<file path="src/rtl/ib_pingpong_sched.sv">
// Ping-pong scheduler for two single-port input-buffer banks: the packer fills one
// bank while the reader drains the other, with frames read in fill order.
module ib_pingpong_sched #(
    parameter int DEPTH = 29,
    parameter int AW    = 5,
    parameter int DW    = 256
) (
    input  logic          clk,
    input  logic          rst,
    input  logic          wr_we,
    input  logic [DW-1:0] wr_din,
    output logic          wr_ready,
    output logic          rd_start,
    input  logic          rd_en,
    input  logic [AW-1:0] rd_addr,
    input  logic          rd_done,
    output logic          rd_sel,
    output logic [1:0]    bank_en,
    output logic [1:0]    bank_we,
    output logic [AW-1:0] bank_addr0,
    output logic [AW-1:0] bank_addr1,
    output logic [DW-1:0] bank_din,
    output logic [1:0]    full,
    output logic          err
);

    typedef enum logic [1:0] {
        S_FREE,
        S_FILLING,
        S_FULL,
        S_READING
    } bank_state_t;

    localparam logic [AW-1:0] LAST    = AW'(DEPTH - 1);
    localparam logic [AW:0]   DEPTH_W = (AW + 1)'(DEPTH);

    bank_state_t   state [2];
    logic          wb;
    logic          rb;
    logic [AW-1:0] wcnt;

    logic reading;
    logic wr_acc;
    logic rd_acc;
    logic rd_fin;

    // Only the bank at rb can ever be READING, so that one test covers both banks.
    assign reading  = (state[rb] == S_READING);
    assign wr_ready = (state[wb] == S_FREE) || (state[wb] == S_FILLING);
    assign wr_acc   = wr_we & wr_ready;
    assign rd_acc   = rd_en & reading & ({1'b0, rd_addr} < DEPTH_W);
    assign rd_fin   = rd_done & reading;

    assign full[0] = (state[0] == S_FULL) || (state[0] == S_READING);
    assign full[1] = (state[1] == S_FULL) || (state[1] == S_READING);

    always_ff @(posedge clk) begin
        if (rst) begin
            state[0]   <= S_FREE;
            state[1]   <= S_FREE;
            wb         <= 1'b0;
            rb         <= 1'b0;
            wcnt       <= '0;
            rd_start   <= 1'b0;
            rd_sel     <= 1'b0;
            bank_en    <= 2'b00;
            bank_we    <= 2'b00;
            bank_addr0 <= '0;
            bank_addr1 <= '0;
            bank_din   <= '0;
            err        <= 1'b0;
        end else begin
            bank_en  <= 2'b00;
            bank_we  <= 2'b00;
            rd_start <= 1'b0;

            // Writer and reader always target different banks, so both may fire.
            if (wr_acc) begin
                bank_en[wb] <= 1'b1;
                bank_we[wb] <= 1'b1;
                if (wb) bank_addr1 <= wcnt;
                else    bank_addr0 <= wcnt;
                bank_din <= wr_din;
                if (wcnt == LAST) begin
                    wcnt      <= '0;
                    state[wb] <= S_FULL;
                    wb        <= ~wb;
                end else begin
                    wcnt      <= wcnt + 1'b1;
                    state[wb] <= S_FILLING;
                end
            end

            if (rd_acc) begin
                bank_en[rb] <= 1'b1;
                if (rb) bank_addr1 <= rd_addr;
                else    bank_addr0 <= rd_addr;
            end

            if (rd_fin) begin
                state[rb] <= S_FREE;
                rb        <= ~rb;
            end else if (!reading && state[rb] == S_FULL) begin
                rd_start  <= 1'b1;
                state[rb] <= S_READING;
                rd_sel    <= rb;
            end

            if ((wr_we && !wr_ready) || (rd_en && !rd_acc) || (rd_done && !reading))
                err <= 1'b1;
        end
    end

endmodule

</file>
<file path="config.mk">
export PLATFORM = sky130hd
export DESIGN_NAME = ib_pingpong_sched
export DESIGN_NICKNAME = d
export VERILOG_FILES = /design/src/rtl/ib_pingpong_sched.sv
export SDC_FILE = /design/constraint.sdc
export NUM_CORES = 1
export LEC_CHECK = 0
export ABC_AREA = 1
export BUFFER_PORTS_ARGS = -buffer_cell sky130_fd_sc_hd__buf_2
export CAP_MARGIN = 20
export CORE_AREA = 2 2 208 210
export DETAILED_ROUTE_END_ITERATION = 7
export DIE_AREA = 0 0 210 212
export HOLD_SLACK_MARGIN = 0.06
export SLEW_MARGIN = 30
export SYNTH_ARGS = -nofsm -noshare
export SYNTH_HDL_FRONTEND = slang
export SYNTH_SLANG_ARGS = --single-unit
</file>
<file path="constraint.sdc">
create_clock -name clk -period 1.5 [get_ports clk]
set_input_delay 0.075 -clock clk [delete_from_list [all_inputs] [get_ports clk]]
set_output_delay 0.075 -clock clk [all_outputs]
set_load 0.05 [all_outputs]
</file>
==> results of run 1 <==
cell usage after synthesis:
library cell	count	area, sq um
nand3_1	19	95.1
clkbuf_1	28	105
o21ai_0	4	20.0
nor3_1	1	5.00
buf_4	27	203
nor4_2	1	12.5
xnor2_1	2	17.5
buf_6	2	22.5
buf_2	35	175
buf_1	5	18.8
nand2_2	1	6.26
dfxtp_1	282	5650
nor2_1	35	131
ha_1	2	25.0
edfxtp_1	4	120
inv_2	3	11.3
o21bai_1	1	7.51
a21oi_1	264	1320
nand2_1	616	2310
inv_1	29	109
o21ai_1	3	15.0
nor2_2	1	6.26
nand3_2	4	40.0
nor2_4	1	11.3
cells by family (layout without fill, tap and decap cells):
family / Yosys count / count (layout)
AOI/OAI and AO/OA: 272 / 272
xor gates and xnor gates: 2 / 2
adders and majority gates: 2 / 2
buffers and inverters: 129 / 977
DFF: 286 / 286
other: 0 / 1
and+or+nand+nor: 679 / 679
sequential cells by signal (all words and copies together), names as in the netlist, named ones only:
| register | cells |
|---|---|
| err | 1 |
| state | 4 |
| rb | 1 |
| rd_sel | 1 |
| rd_start | 1 |
| bank_we | 2 |
| bank_addr0 | 5 |
| bank_din | 256 |
| bank_en | 2 |
| bank_addr1 | 5 |
| wcnt | 5 |
| wb | 1 |
cell usage in the layout, fill, tap and decap left out, types with 2 or more instances in the layout:
master	instances
a21oi_1	262
a21oi_2	2
buf_12	14
buf_16	3
buf_2	538
buf_4	44
buf_6	14
bufinv_16	4
clkbuf_1	6
clkbuf_16	43
clkbuf_8	8
clkinv_2	4
clkinvlp_4	2
dfxtp_1	281
dlygate4sd3_1	264
edfxtp_1	4
ha_1	2
inv_1	27
inv_2	3
nand2_1	608
nand2_2	7
nand2_4	2
nand3_1	17
nand3_2	5
nor2_1	33
nor2_2	2
nor2_4	2
o21ai_0	4
o21ai_1	2
xnor2_1	2
layer usage:
layer / track usage, % / up-vias
li1: - / 5991
met1: 19.0 / 5625
met2: 28.4 / 568
met3: 5.16 / 122
met4: 10.5 / 0
met5: 0 / -
what timing repair did:
action                                  in CTS  in global routing
pin swaps                                    1                  5
hold buffers                               264                  0
gates resized for setup                     14                 33
hold endpoints to repair                   274                  0
buffers inserted                             2                  7
cloned                                       0                  7
endpoints found under the setup margin       2                203
through the flow:
step	setup TNS, ns	instance area (sq um)	total power [mW]
after CTS	-0.0703	17900	25.7
after floorplan	0	10400	13.8
final	0	18300	25.9
after global routing	-2.59	18300	27.0
after detailed placement	0	14000	16.1
after global placement	0	14000	16.0
power groups by stage:
stage	Combinational, mW	Sequential (mW)	Clock (mW)
final	8.14	8.85	8.91
after global placement	7.01	8.97	0
after global routing	8.63	8.94	9.45
after CTS	7.70	8.84	9.14
after detailed placement	7.07	8.99	0
after floorplan	2.20	11.6	0
worst max-delay path: stages, from the launching register on:
cell and delay [ns]:
edfxtp_1 0.41, buf_6 0.14, inv_2 0.05, nand2_2 0.05, nand2_4 0.10, buf_12 0.14
worst max-delay path by stage:
stage	depth (start not counted)	to
after floorplan	10	state[0][1]
after detailed placement	6	bank_din[87]
after global placement	7	bank_din[235]
final	5	wr_ready
after global routing	6	state[0][1]
after CTS	6	wr_ready
final cells by class:
cell class / instances / area (sq um) / area share [%]
inverter: 32 / 135 / 0.740
clock inverter: 10 / 155 / 0.850
clock buffer: 51 / 1070 / 5.86
sequential: 286 / 5770 / 31.6
multi-input combinational: 955 / 4100 / 22.5
tap: 546 / 683 / 3.74
antenna: 1 / 2.50 / 0.0137
timing repair buffer: 884 / 6340 / 34.7
==> impl_metrics.json, run 1 <==
{
  "synth.ff_latch_count": 286,
  "place.detailed.hpwl_um": 26600,
  "rsz0062_at_grt": "true",
  "fp.dieArea_sq_um": 44500,
  "seq_power_share_pct": 34.2,
  "fin_worst_skew_ns": 0.0134,
  "worstMarginPinSlew_ns": 0.751,
  "final-setup-viol-count": 0,
  "worst-path-max-fanout": 2,
  "hold_depth": 5,
  "synth_xor_area_share_pct": 0.168,
  "drtAntennaViolNets": 0,
  "area.growth.synth_to_final_pct": 74.9,
  "post-route-drc-count": 0,
  "yosys.area_share.simple_pct": 25.1,
  "max_cap_viol_count": 0,
  "yosys_warnings": 0,
  "dominant_combinational_cell_family_by_area_after_synthesis": "simple AND/OR/NAND/NOR gates",
  "clk_transition_reported_paths_ns": 0.05,
  "min_from": "wr_we",
  "worst_ep_arrival_time_ns": 1.40,
  "timing.reg2reg.worst_path_depth": 7,
  "largest_net_degree_at_the_start_of_global_routing": 141,
  "design.portCount": 542,
  "htree_levels": 2,
  "postLayoutSetupSlackWorst_ns": 0.0223,
  "timing.hold.worst.class": "in -> reg",
  "period_minus_slack_ns": 1.48,
  "yosys.area_share.adder_pct": 0.240,
  "synth_area_sq_um": 10400,
  "cts_tree": "done",
  "synth_compound_area_share_pct": 13.1,
  "number_of_nets_in_the_layout": 2461,
  "first_pass_iters": 5,
  "slew_headroom_pct": 49.9,
  "intPower_mw": 16.7,
  "cts.sink_count": 286,
  "drt_iter0_drc": 935,
  "start_kind": "flop",
  "portBuffers": 541,
  "cp.required_ns": 1.42,
  "clock_root_buffer_master": "clkbuf_16",
  "route.final.wire_length_um": 41800,
  "grt_first_pass_wirelength_um": 60800,
  "final_util_pct": 42.9,
  "clkLatencyLatePin_ns": 0.52,
  "initial_core_utilization_pct": 24.6,
  "first_global_vias": 12000,
  "routed-via-count": 12300,
  "die_width_um": 210,
  "grt_overflow": 0,
  "leakagePower_nw": 8.64,
  "fin_cells": 2765,
  "wl_met2_um": 19800,
  "hold_violations": 0,
  "metal1_wirelength_um": 16600,
  "design.core.area_sq_um": 42500,
  "hold_slack_ns": 0.137,
  "hold_path_end": "wcnt[0]",
  "num_rows": 76,
  "layout_cells_sized_above_1_pct": 31.8,
  "die-height_um": 212,
  "routed-wl-met3_um": 3220,
  "synthMuxAreaShare_pct": 0,
  "combinational_share_of_power_pct": 31.4,
  "ff2ff_setup_slack_ns": 0.03,
  "placed_cells": 2424,
  "p_switching_mw": 9.17,
  "avgSynthCellArea_sq_um": 7.62,
  "global_route.usage.total_pct": 17.0,
  "maxClockFrequency_ghz": 0.677,
  "share_clk_of_total_power_pct": 34.4,
  "clock_tree.buffer_depth": 3,
  "tritoncts.num_buffers": 34,
  "critical_path.reg2reg.startpoint": "state[0][1]",
  "pre_cts_slack_ns": 0.0115,
  "count_of_final_max_slew_check_failures": 0,
  "via_per_inst": 4.45,
  "ys_seq_area_share_pct": 55.2,
  "antenna_found_initial": 1,
  "routedWlPerCell_um": 15.1,
  "highest-signal-layer": "met4",
  "critical_path.reg2reg.endpoint": "bank_din[147]",
  "cp-end-kind": "primary output",
  "power_density_of_the_placed_cells_nw_per_um2": 1420,
  "status": "finished clean",
  "layout_worst_path_cycle_share_pct": 98.5,
  "worst_setup_path_startpoint": "state[0][1]",
  "synthDistinctLibCells": 24,
  "routability_congestion": 0.802,
  "irDropWorstVdd_mv": 0.930,
  "worst-setup-path-type": "reg -> out",
  "synthesis.instances": 1370,
  "num-fill-cells": 4038,
  "netSwitchingFraction_pct": 35.4,
  "syn_nets": 1638
}
Note: power is estimated with default switching activity, not from simulation.
==> run 2, diff against run 1 <==
Settings changed: GPL_TIMING_DRIVEN set to 0, PLACE_DENSITY set to 0.58.
==> impl_metrics.json, run 2 (synthesized netlist as in run 1, its figures left out) <==
{
  "first_pass_iters": 5,
  "placed_cells": 2457,
  "place.detailed.hpwl_um": 31000,
  "fp.dieArea_sq_um": 44500,
  "worst_ep_arrival_time_ns": 1.47,
  "tritoncts.num_buffers": 34,
  "worst-setup-path-type": "reg -> out",
  "drtAntennaViolNets": 0,
  "grt_first_pass_wirelength_um": 64400,
  "most_common_library_cell_in_the_layout_ignoring_fill_and_taps": "nand2_1",
  "hold_slack_ns": 0.170,
  "clkLatencyLatePin_ns": 0.52,
  "multi_input_area_sq_um": 4100,
  "period_minus_slack_ns": 1.55,
  "layout_worst_path_cycle_share_pct": 103,
  "portBuffers": 541,
  "design.portCount": 542,
  "leakagePower_nw": 8.51,
  "routedWlPerCell_um": 15.6,
  "area.growth.synth_to_final_pct": 72.5,
  "antenna_found_initial": 2,
  "postLayoutSetupSlackWorst_ns": -0.0457,
  "grt_overflow": 0,
  "htree_levels": 2,
  "num_rows": 76,
  "drt_iter0_drc": 666,
  "initial_core_utilization_pct": 24.6,
  "failed_checks": "negative setup slack",
  "seqCellArea_sq_um": 5770,
  "clock_root_buffer_master": "clkbuf_16",
  "clock_tree.buffer_depth": 3,
  "clk_transition_reported_paths_ns": 0.06,
  "cts.sink_count": 286,
  "number_of_nets_in_the_layout": 2488,
  "worstMarginPinSlew_ns": 0.782,
  "slew_headroom_pct": 47.8,
  "die_width_um": 210,
  "start_kind": "flop",
  "cp.required_ns": 1.42,
  "max_cap_viol_count": 0,
  "layout_cells_sized_above_1_pct": 31.1,
  "via_per_inst": 4.40,
  "route.final.wire_length_um": 43400,
  "power_mw": 25.2,
  "die-height_um": 212,
  "routability_congestion": 0.863,
  "routed-via-count": 12300,
  "cp-end-kind": "primary output",
  "fin_cells": 2789,
  "cts_tree": "done",
  "timing.hold.worst.class": "in -> reg",
  "post-route-drc-count": 0,
  "largest_net_degree_at_the_start_of_global_routing": 13,
  "hold_violations": 0,
  "num-fill-cells": 4212,
  "rsz0062_at_grt": "true",
  "layout.cells.most_common_list": "nand2_1 (610), buf_2 (550), dfxtp_1 (281)",
  "irDropWorstVdd_mv": 0.771,
  "design.core.area_sq_um": 42500,
  "largest_register_by_flop_count": "bank_din",
  "maxClockFrequency_ghz": 0.647,
  "first_global_vias": 12100,
  "fin_worst_skew_ns": 0.0141,
  "largest_register_ff_count": 256,
  "global_route.usage.total_pct": 18.4,
  "status": "finished with violations",
  "count_of_final_max_slew_check_failures": 0,
  "power_density_of_the_placed_cells_nw_per_um2": 1400,
  "worst-path-max-fanout": 3,
  "final-setup-viol-count": 20,
  "pre_cts_slack_ns": -0.358
}
run 2: cell types whose count changed in the layout (fill, tap and decap cells not counted), moves of 10 or more:
cell      delta
buf_12      -10
buf_2       +12
buf_4       -21
clkbuf_1    +22
clkbuf_4    +15
run 2: worst max-delay path, cell delays in order (launching register included):
cell and delay (ns):
edfxtp_1 0.45, inv_2 0.09, nand2_1 0.06, nand2_2 0.08
buf_6 0.12, buf_8 0.14
run 2: what timing repair did:
item / 4_1_cts / 5_1_grt
resized for setup: 30 / 66
cloned: 0 / 0
endpoints found under the setup margin: 260 / 272
hold endpoints to repair: 271 / 0
hold buffers: 265 / 0
buffers inserted: 2 / 6
pin swaps: 1 / 1
run 2: power breakdown:
part | total (mW) | internal (mW) | switching (mW)
Clock | 8.49 | 5.20 | 3.29
Sequential | 8.87 | 8.43 | 0.438
Combinational | 7.86 | 2.44 | 5.42
Total | 25.2 | 16.1 | 9.15
run 2: layout make-up:
class	instances	area share [%]
Clock inverter	8	0.556
Sequential cell	286	32.0
Multi-Input combinational cell	955	22.8
Clock buffer	49	5.84
Inverter	32	0.709
Tap cell	546	3.80
Buffer	97	4.03
Antenna cell	2	0.0278
Timing Repair Buffer	814	30.2
run 2: metal layers:
| layer | GRT usage [%] | part of all wire (%) | up-vias |
|---|---|---|---|
| met1 | 20.4 | 40 | 5578 |
| met3 | 5.02 | 6.9 | 105 |
| met4 | 8.31 | 4.0 | 0 |
| met5 | 0 | 0 | - |
| met2 | 32.9 | 49 | 531 |
| li1 | - | - | 6049 |
run 2: path summary, 6_finish.rpt:
check | start | end | slack, ns | depth (start not counted)
setup / recovery | state[1][1] | wr_ready | -0.05 | 5
hold / removal | rst | rd_start | 0.17 | 3
setup reg to reg | state[1][1] | state[0][1] | -0.04 | 9
hold reg to reg | bank_din[0] | bank_din[0] | 0.46 | 2
run 2: per-stage QoR:
step / util (%) / area [sq um] / TNS, ns
after floorplan: - / 10400 / 0
after global placement: 32.5 / 13800 / -30.13
after detailed placement: 32.5 / 13800 / -31.62
after CTS: 41.8 / 17700 / -5.17
after global routing: 42.3 / 18000 / -16.18
final: 42.3 / 18000 / -0.327
